$ cat config.mk
export PLATFORM = sky130hd
export DESIGN_NAME = instruction_fetch_unit
export DESIGN_NICKNAME = d
export VERILOG_FILES = /design/src/rtl/instruction_fetch_unit.sv
export SDC_FILE = /design/constraint.sdc
export NUM_CORES = 1
export LEC_CHECK = 0
export CORE_ASPECT_RATIO = 1.4
export CORE_MARGIN = 2
export CORE_UTILIZATION = 25
export CTS_BUF_LIST = sky130_fd_sc_hd__clkbuf_2
export CTS_CLUSTER_SIZE = 12
export DETAILED_ROUTE_END_ITERATION = 8
export SLEW_MARGIN = 25
export SYNTH_ARGS = -nofsm -noshare
export SYNTH_HDL_FRONTEND = slang
export SYNTH_SLANG_ARGS = --single-unit
export TNS_END_PERCENT = 50
$ cat constraint.sdc
create_clock -name clock -period 1.6 [get_ports clock]
set_input_delay 0.32 -clock clock [delete_from_list [all_inputs] [get_ports clock]]
set_output_delay 0.32 -clock clock [all_outputs]
set_load 0.01 [all_outputs]
$ cat src/rtl/instruction_fetch_unit.sv
// PC/fetch sequencer in front of a combinational instruction RAM: resolves JUMP/BZ/PREBR/HLT/IN flow.
// Zero-cycle address-to-instrValid latency; stall freezes all state and masks instrValid/inputReq.
module instruction_fetch_unit #(
   parameter int              ADDR_WIDTH = 10,
   parameter int              DATA_WIDTH = 32,
   parameter logic [ADDR_WIDTH-1:0] RESET_PC = '0,
   parameter logic [5:0]      OP_JUMP    = 6'd21,
   parameter logic [5:0]      OP_BZ      = 6'd19,
   parameter logic [5:0]      OP_PREBR   = 6'd31,
   parameter logic [5:0]      OP_HLT     = 6'd28,
   parameter logic [5:0]      OP_IN      = 6'd29
) (
   input  logic                  clock,
   input  logic                  reset,
   output logic [ADDR_WIDTH-1:0] address,
   input  logic [DATA_WIDTH-1:0] iRAMOutput,
   input  logic [31:0]           branchValue,
   input  logic                  inputValid,
   input  logic                  stall,
   output logic [DATA_WIDTH-1:0] instruction,
   output logic                  instrValid,
   output logic                  inputReq,
   output logic                  halted,
   output logic [15:0]           retiredCount
);

   typedef enum logic [1:0] {
      S_RUN     = 2'd0,
      S_WAIT_IN = 2'd1,
      S_HALTED  = 2'd2
   } state_t;

   state_t                state_q, state_d;
   logic [ADDR_WIDTH-1:0] pc_q, pc_d;
   logic                  zflag_q, zflag_d;
   logic [15:0]           count_q, count_d;

   logic [5:0]            op;
   logic [ADDR_WIDTH-1:0] imm_addr;
   logic [ADDR_WIDTH-1:0] pc_inc;
   logic                  instr_vld;
   logic                  input_req;
   logic                  unused_bits;

   assign op          = iRAMOutput[31:26];
   assign imm_addr    = iRAMOutput[ADDR_WIDTH-1:0];
   assign pc_inc      = pc_q + {{(ADDR_WIDTH-1){1'b0}}, 1'b1};
   assign unused_bits = ^iRAMOutput[25:ADDR_WIDTH];

   always_comb begin
      state_d   = state_q;
      pc_d      = pc_q;
      zflag_d   = zflag_q;
      instr_vld = 1'b0;
      input_req = 1'b0;
      case (state_q)
         S_RUN: begin
            if (!stall) begin
               instr_vld = 1'b1;
               if (op == OP_JUMP) begin
                  pc_d = imm_addr;
               end else if (op == OP_BZ) begin
                  pc_d = zflag_q ? imm_addr : pc_inc;
               end else if (op == OP_PREBR) begin
                  zflag_d = (branchValue == 32'd0);
                  pc_d    = pc_inc;
               end else if (op == OP_HLT) begin
                  state_d = S_HALTED;
               end else if (op == OP_IN) begin
                  input_req = 1'b1;
                  if (inputValid) begin
                     pc_d = pc_inc;
                  end else begin
                     instr_vld = 1'b0;
                     state_d   = S_WAIT_IN;
                  end
               end else begin
                  pc_d = pc_inc;
               end
            end
         end
         S_WAIT_IN: begin
            if (!stall) begin
               input_req = 1'b1;
               instr_vld = inputValid;
               if (inputValid) begin
                  pc_d    = pc_inc;
                  state_d = S_RUN;
               end
            end
         end
         S_HALTED: begin
            state_d = S_HALTED;
         end
         default: begin
            state_d = S_RUN;
         end
      endcase
   end

   // Counter saturates so long-running programs never appear to restart at zero.
   always_comb begin
      count_d = count_q;
      if (instr_vld && (count_q != 16'hFFFF)) begin
         count_d = count_q + 16'd1;
      end
   end

   always_ff @(posedge clock or posedge reset) begin
      if (reset) begin
         state_q <= S_RUN;
         pc_q    <= RESET_PC;
         zflag_q <= 1'b0;
         count_q <= 16'd0;
      end else begin
         state_q <= state_d;
         pc_q    <= pc_d;
         zflag_q <= zflag_d;
         count_q <= count_d;
      end
   end

   assign address      = pc_q;
   assign instruction  = iRAMOutput;
   assign instrValid   = instr_vld;
   assign inputReq     = input_req;
   assign halted       = (state_q == S_HALTED);
   assign retiredCount = count_q;

endmodule
==> results of run 1 <==
-- registers in the layout, indices dropped and copies added, names as in the netlist --
name	cells
state_q	2
retiredCount	16
zflag_q	1
address	10
-- layer usage --
metal  vias up  share of wire, %  GRT usage (%)
met5         -                 0              0
met4         0               2.9           7.02
met3        25               6.9           3.95
met2       130                53           32.9
met1      1428                37           17.5
li1       1458                 -              -
-- layout make-up --
class                           instances  area (µm²)  share of cell area [%]
Timing Repair Buffer                  224        1930                    41.1
Multi-Input combinational cell        214        1780                    38.1
Sequential cell                        29         743                    15.9
Tap cell                              132         165                    3.53
Clock buffer                            6        30.0                   0.642
Inverter                                6        22.5                   0.481
Clock inverter                          2        10.0                   0.214
-- worst max-delay path: stages (launching register included) --
cell and delay, ns:
dfrtp_1 0.43, buf_6 0.13, or2b_4 0.19, o311a_4 0.21, buf_6 0.10, nand4_1 0.18, or3_1 0.38, mux2i_1 0.12
-- per-stage QoR --
step | area (µm²) | std cells | hold WS [ns] | setup TNS (ns)
6_report | 4680 | 613 | 0.296 | -3.69
5_1_grt | 4680 | 613 | 0.290 | -5.16
4_1_cts | 4360 | 604 | 0.302 | -2.75
3_5_place_dp | 4080 | 573 | 0.574 | -19.23
3_3_place_gp | 4080 | 573 | 0.565 | -18.71
2_1_floorplan | 2540 | 293 | 0.397 | -0.352
-- power breakdown --
part	leakage, nW	internal, mW	total (mW)	switching [mW]
combinational	1.65	1.35	2.44	1.09
clock	0.0327	0.110	0.414	0.304
sequential	0.336	0.941	1.13	0.190
total	2.02	2.40	3.99	1.58
-- cells by family (layout without fill, tap and decap cells) --
family | after synthesis | after routing | share of synthesized area (%)
AND/OR/NAND/NOR | 122 | 122 | 29.3
multiplexers | 2 | 2 | 0.865
XOR/XNOR | 17 | 17 | 6.05
AO/OA/AOI/OAI | 71 | 71 | 20.2
flip-flops | 29 | 29 | 29.5
buffers and inverters | 50 | 238 | 13.0
adder cells (fa/ha/maj) | 2 | 2 | 1.02
-- worst min-delay path by stage --
stage	start	to	slack, ns
finish	reset	retiredCount[7]$_DFFE_PP0P_	0.30
global route	reset	retiredCount[11]$_DFFE_PP0P_	0.29
CTS	reset	address[7]$_DFFE_PP0P_	0.30
detailed placement	retiredCount[2]$_DFFE_PP0P_	retiredCount[2]$_DFFE_PP0P_	0.57
global placement	retiredCount[2]$_DFFE_PP0P_	retiredCount[2]$_DFFE_PP0P_	0.56
floorplan	reset	address[2]$_DFFE_PP0P_	0.40
-- synth_stat cells (4+ instances only) --
library cell,n
a21oi_1,19
a31oi_1,4
and3_1,10
buf_4,32
clkbuf_1,7
dfrtp_1,29
inv_1,6
nand2_1,25
nand3_1,5
nand4_1,12
nor2_1,12
nor2b_1,5
nor3_1,12
nor4_1,13
o21ai_0,10
xnor2_1,11
xor2_1,6
-- what timing repair did --
item                                    in CTS  in global routing
pin swaps                                   21                 27
buffers inserted                            23                 10
endpoints found under the setup margin      71                 47
hold buffers                                 0                  0
resized for setup                           90                 74
==> impl_metrics.csv, run 1 <==
group,metric,value,unit
min_path,hold_class,"in2async",
layout,area_delta_synth_final,90.2,%
sta,skew,0.00584,ns
run,drv_cap,0,
critical_path,crit_arrival,2.13,ns
layout,drive_above_1_share,45.3,%
critical_path,reg2regPathDepth,7,
routing,wire_per_inst,15.5,µm
sta,period_minus_slack,1.84,ns
floorplan,fp.dieW,87.8,µm
yosys,synth_area_per_cell,8.40,µm²
power_and_ir_drop,leakagePower,2.02,nW
critical_path,critPathRequiredTime,1.89,ns
critical_path,path_max_fanout,4,
critical_path,crit_type,"reg2reg",
routing,vias,3041,
placed_design,dp_slack,-0.786,ns
yosys,ys.warnings.count,0,
critical_path,rrSetupSlack,-0.24,ns
global_route,grt_antenna_before_repair,0,
clock_network,ctsLongestPathBuffers,2,
yosys,ys_async_sr_fraction,100,%
yosys,ys_seq_elements,29,
yosys,synth_area_leaders,"dfrtp_1 (30%), buf_4 (9.8%), xnor2_1 (3.9%)",
clock_network,clock-sinks,29,
placed_design,port_buffers,96,
sta,rsz0062_at_grt,"true",
power_and_ir_drop,powerDensity,852,nW/µm²
placed_design,hpwl,6820,µm
routing,via_per_inst,4.96,
clock_network,clkLatencyLatePin,0.38,ns
yosys,seq_area_frac_synth,29.5,%
placed_design,routabilityCongestion,0.932,
floorplan,die_area,10700,µm²
sta,relSlewSlack,72.1,%
yosys,synth_top_area_share,29.5,%
critical_path,r2r_start,"state_q[0]$_DFFE_PP0P_",
global_route,overflow,0,
sta,setup_viol,29,
sta,worstMarginPinSlew,0.418,ns
floorplan,num_rows,42,
routing,drcViolationCount,0,
global_route,grt_pass1_vias,3190,
routing,drtIter0Drc,82,
floorplan,ioPinCount,129,
global_route,grt_pass1_wl,14500,µm
sta,finalCritPeriodShare,115,%
floorplan,coreArea,9510,µm²
critical_path,timing.rr.end,"retiredCount[12]$_DFFE_PP0P_",
clock_network,h-tree-depth,2,
status,violations,"setup timing",
clock_network,clk_pin_slew,0.18,ns
critical_path,worstSetupEndpoint,"retiredCount[12]$_DFFE_PP0P_",
sta,maxSlewViolCount,0,
yosys,syn-num-nets,363,
sta,worst_slack,-0.241,ns
global_route,grt_use_total,17.3,%
power_and_ir_drop,power,3.99,mW
yosys,syn_inst,293,
layout,nets,550,
status,status,"complete, but fails checks",
layout,antenna_cells,0,
global_route,grt_max_degree,30,
yosys,netlist-cell-type-count,69,
clock_network,cts_tree,"built",
layout,final_util,49.2,%
floorplan,start_util,25.9,%
yosys,netlist_area,2460,µm²
routing,finalWirelength,9490,µm
layout,fillers,900,
power_and_ir_drop,peakVddDrop,0.681,mV
floorplan,die_h,121,µm
clock_network,root_buffer,"clkbuf_2",
yosys,synth_ff_type,"dfrtp_1",
sta,hold_violations,0,
yosys,synth_area_leader_cell,"dfrtp_1",
yosys,synth_edf_count,0,
critical_path,critPathLaunchType,"flop",
critical_path,cp-startpoint,"state_q[0]$_DFFE_PP0P_",
routing,dr.pass1.iters,4,
sta,fmax,543,MHz
layout,layout_common_cells,"buf_4 (112), clkdlybuf4s50_1 (48), dlygate4sd2_1 (22), nand2_1 (19), clkdlybuf4s15_1 (17)",
critical_path,end_kind,"flop",
layout,mostFrequentLayoutCell,"buf_4",
routing,antenna_left,0,
clock_network,cts_buffers,5,
(Power assumes the default switching activity.)
==> run 2, diff against run 1 <==
--- a/config.mk
+++ b/config.mk
@@ -7,10 +7,11 @@
 export LEC_CHECK = 0
 export CORE_ASPECT_RATIO = 1.4
 export CORE_MARGIN = 2
-export CORE_UTILIZATION = 25
+export CORE_UTILIZATION = 35
 export CTS_BUF_LIST = sky130_fd_sc_hd__clkbuf_2
 export CTS_CLUSTER_SIZE = 12
 export DETAILED_ROUTE_END_ITERATION = 8
+export PLACE_DENSITY = 0.75
 export SLEW_MARGIN = 25
 export SYNTH_ARGS = -nofsm -noshare
 export SYNTH_HDL_FRONTEND = slang
==> run 2 against run 1 <==
Net effect:
- the flow still finishes with violations (setup timing)
- sequential share of layout area increased by 0.64 points
- critical path depth decreased by 3
- fmax increased by 2.4%
- critical path type is now reg2out
==> impl_metrics.csv, run 2 (synthesis gave the netlist of run 1 again) <==
group,metric,value,unit
global_route,grt_pass1_vias,2985,
power_and_ir_drop,leakagePower,1.95,nW
critical_path,critPathLaunchType,"flop",
critical_path,path_max_fanout,3,
power_and_ir_drop,peakVddDrop,0.671,mV
layout,seqCellArea,741,µm²
clock_network,clkLatencyLatePin,0.36,ns
sta,worst_slack,-0.198,ns
clock_network,cts_buffers,5,
floorplan,die_area,7720,µm²
floorplan,num_rows,36,
critical_path,r2r_start,"state_q[0]$_DFFE_PP0P_",
sta,fmax,556,MHz
critical_path,end_kind,"output pin",
layout,drive_above_1_share,43.0,%
sta,setup_viol,24,
sta,relSlewSlack,73.2,%
routing,antenna_left,0,
global_route,overflow,0,
sta,skew,0.0300,ns
sta,worstMarginPinSlew,0.400,ns
status,status,"complete, but fails checks",
routing,vias,3074,
critical_path,cp-startpoint,"state_q[0]$_DFFE_PP0P_",
clock_network,clock-sinks,29,
sta,maxSlewViolCount,0,
global_route,grt_pass1_wl,14000,µm
layout,layout_common_cells,"buf_4 (103), clkdlybuf4s50_1 (49), dlygate4sd2_1 (31), nand2_1 (23), buf_6 (19)",
routing,via_per_inst,5.42,
floorplan,coreArea,6890,µm²
routing,wire_per_inst,16.3,µm
run,drv_cap,0,
critical_path,critPathRequiredTime,1.28,ns
clock_network,h-tree-depth,2,
clock_network,postCtsHoldBufs,0,
critical_path,cp_slowest_stage_delay,0.45,ns
layout,mostFrequentLayoutCell,"buf_4",
sta,period_minus_slack,1.80,ns
sta,finalCritPeriodShare,112,%
critical_path,worstSetupEndpoint,"instrValid",
clock_network,ctsLongestPathBuffers,2,
global_route,grt_max_degree,30,
power_and_ir_drop,powerDensity,841,nW/µm²
critical_path,reg2regPathDepth,8,
sta,rsz0062_at_grt,"true",
power_and_ir_drop,power,3.77,mW
layout,nets,541,
clock_network,clk_pin_slew,0.16,ns
critical_path,rrSetupSlack,-0.18,ns
floorplan,start_util,35.7,%
status,violations,"setup timing",
routing,drtIter0Drc,178,
floorplan,fp.dieW,74.9,µm
layout,largest_reg_flops,16,
critical_path,cp_slowest_cell,"dfrtp_1",
critical_path,cp_cell_sequence,"or2b_4 -> o311a_4 -> buf_4 -> buf_6",
placed_design,place_area,3990,µm²
global_route,grt_antenna_before_repair,0,
clock_network,root_buffer,"clkbuf_2",
critical_path,timing.rr.end,"retiredCount[10]$_DFFE_PP0P_",
layout,area_delta_synth_final,82.2,%
placed_design,routabilityCongestion,0.909,
global_route,grt_use_total,23.6,%
layout,post-route-cell-area,4480,µm²
critical_path,crit_type,"reg2out",
routing,drcViolationCount,0,
routing,finalWirelength,9250,µm
min_path,hold_class,"in2async",
routing,dr.pass1.iters,5,
layout,fillers,583,
layout,antenna_cells,0,
floorplan,ioPinCount,129,
floorplan,die_h,103,µm
sta,hold_violations,0,
layout,multi_input_area,1710,µm²
placed_design,hpwl,6430,µm
placed_design,port_buffers,96,
clock_network,cts_tree,"built",
critical_path,crit_arrival,1.48,ns
==> run 2: cell count changes in the layout (fill, tap and decap cells not counted), sizes merged <==
cell / before / now
clkdlybuf4s15: 17 / 7
clkdlybuf4s50: 48 / 49
buf: 131 / 128
dlymetal6s2s: 1 / 0
dlygate4sd2: 22 / 31
clkinv: 2 / 1
clkbuf: 11 / 7
==> run 2: repair_timing <==
item,in CTS,in global routing
endpoints found under the setup margin,72,32
pin swaps,24,24
buffers inserted,29,4
gates resized for setup,107,43
==> run 2: cell type report <==
cell class,count,area share [%]
Sequential cell,29,16.5
Multi-Input combinational cell,214,38.2
Clock inverter,1,0.112
Tap cell,95,2.65
Timing Repair Buffer,215,41.3
Inverter,6,0.503
Clock buffer,7,0.782
==> run 2: metal layers <==
metal / share of wire, % / track usage [%] / vias to the layer above / wire length [µm]
li1: - / - / 1429 / -
met1: 37 / 25.2 / 1478 / 3440
met5: 0 / 0 / - / 0
met4: 3.0 / 10.4 / 0 / 282
met3: 6.1 / 3.49 / 26 / 567
met2: 54 / 44.7 / 141 / 4970
==> run 2: worst max-delay path: cells and delay by family (launching register included) <==
kind / cells / cell delay, ns
AND/OR/NAND/NOR: 1 / 0.31
buffers and inverters: 2 / 0.25
AO/OA/AOI/OAI: 1 / 0.13
flip-flops: 1 / 0.45
==> run 2: how the worst min path moves through the flow <==
stage	startpoint	endpoint	slack, ns	depth (start not counted)
global placement	retiredCount[1]$_DFFE_PP0P_	retiredCount[1]$_DFFE_PP0P_	0.54	1
finish	reset	address[5]$_DFFE_PP0P_	0.31	3
CTS	reset	address[9]$_DFFE_PP0P_	0.31	3
floorplan	reset	address[2]$_DFFE_PP0P_	0.40	1
detailed placement	retiredCount[1]$_DFFE_PP0P_	retiredCount[1]$_DFFE_PP0P_	0.56	1
global route	reset	address[9]$_DFFE_PP0P_	0.33	3
==> run 2: through the flow <==
step	setup TNS [ns]	utilization, %	std cells	hold WS (ns)	setup slack, ns
3_3_place_gp	-18.02	57.9	530	0.543	-0.670
5_1_grt	-3.15	65.0	567	0.333	-0.275
6_report	-1.72	65.0	567	0.305	-0.198
2_1_floorplan	-0.352	-	293	0.397	-0.0703
3_5_place_dp	-18.83	57.9	530	0.558	-0.686
4_1_cts	-1.06	62.5	566	0.308	-0.128
==> run 2: where the power goes <==
part | internal [mW] | leakage, nW | total (mW) | switching (mW)
Clock | 0.119 | 0.0330 | 0.378 | 0.259
Sequential | 0.937 | 0.338 | 1.14 | 0.201
Combinational | 1.24 | 1.58 | 2.25 | 1.01
Total | 2.30 | 1.95 | 3.77 | 1.47
==> run 3, diff against run 2 <==
--- a/config.mk
+++ b/config.mk
@@ -12,7 +12,6 @@
 export CTS_CLUSTER_SIZE = 12
 export DETAILED_ROUTE_END_ITERATION = 8
 export PLACE_DENSITY = 0.75
-export SLEW_MARGIN = 25
 export SYNTH_ARGS = -nofsm -noshare
 export SYNTH_HDL_FRONTEND = slang
 export SYNTH_SLANG_ARGS = --single-unit
==> results of run 3 <==
No change in the layout: final DEF, timing and power equal those of run 2.
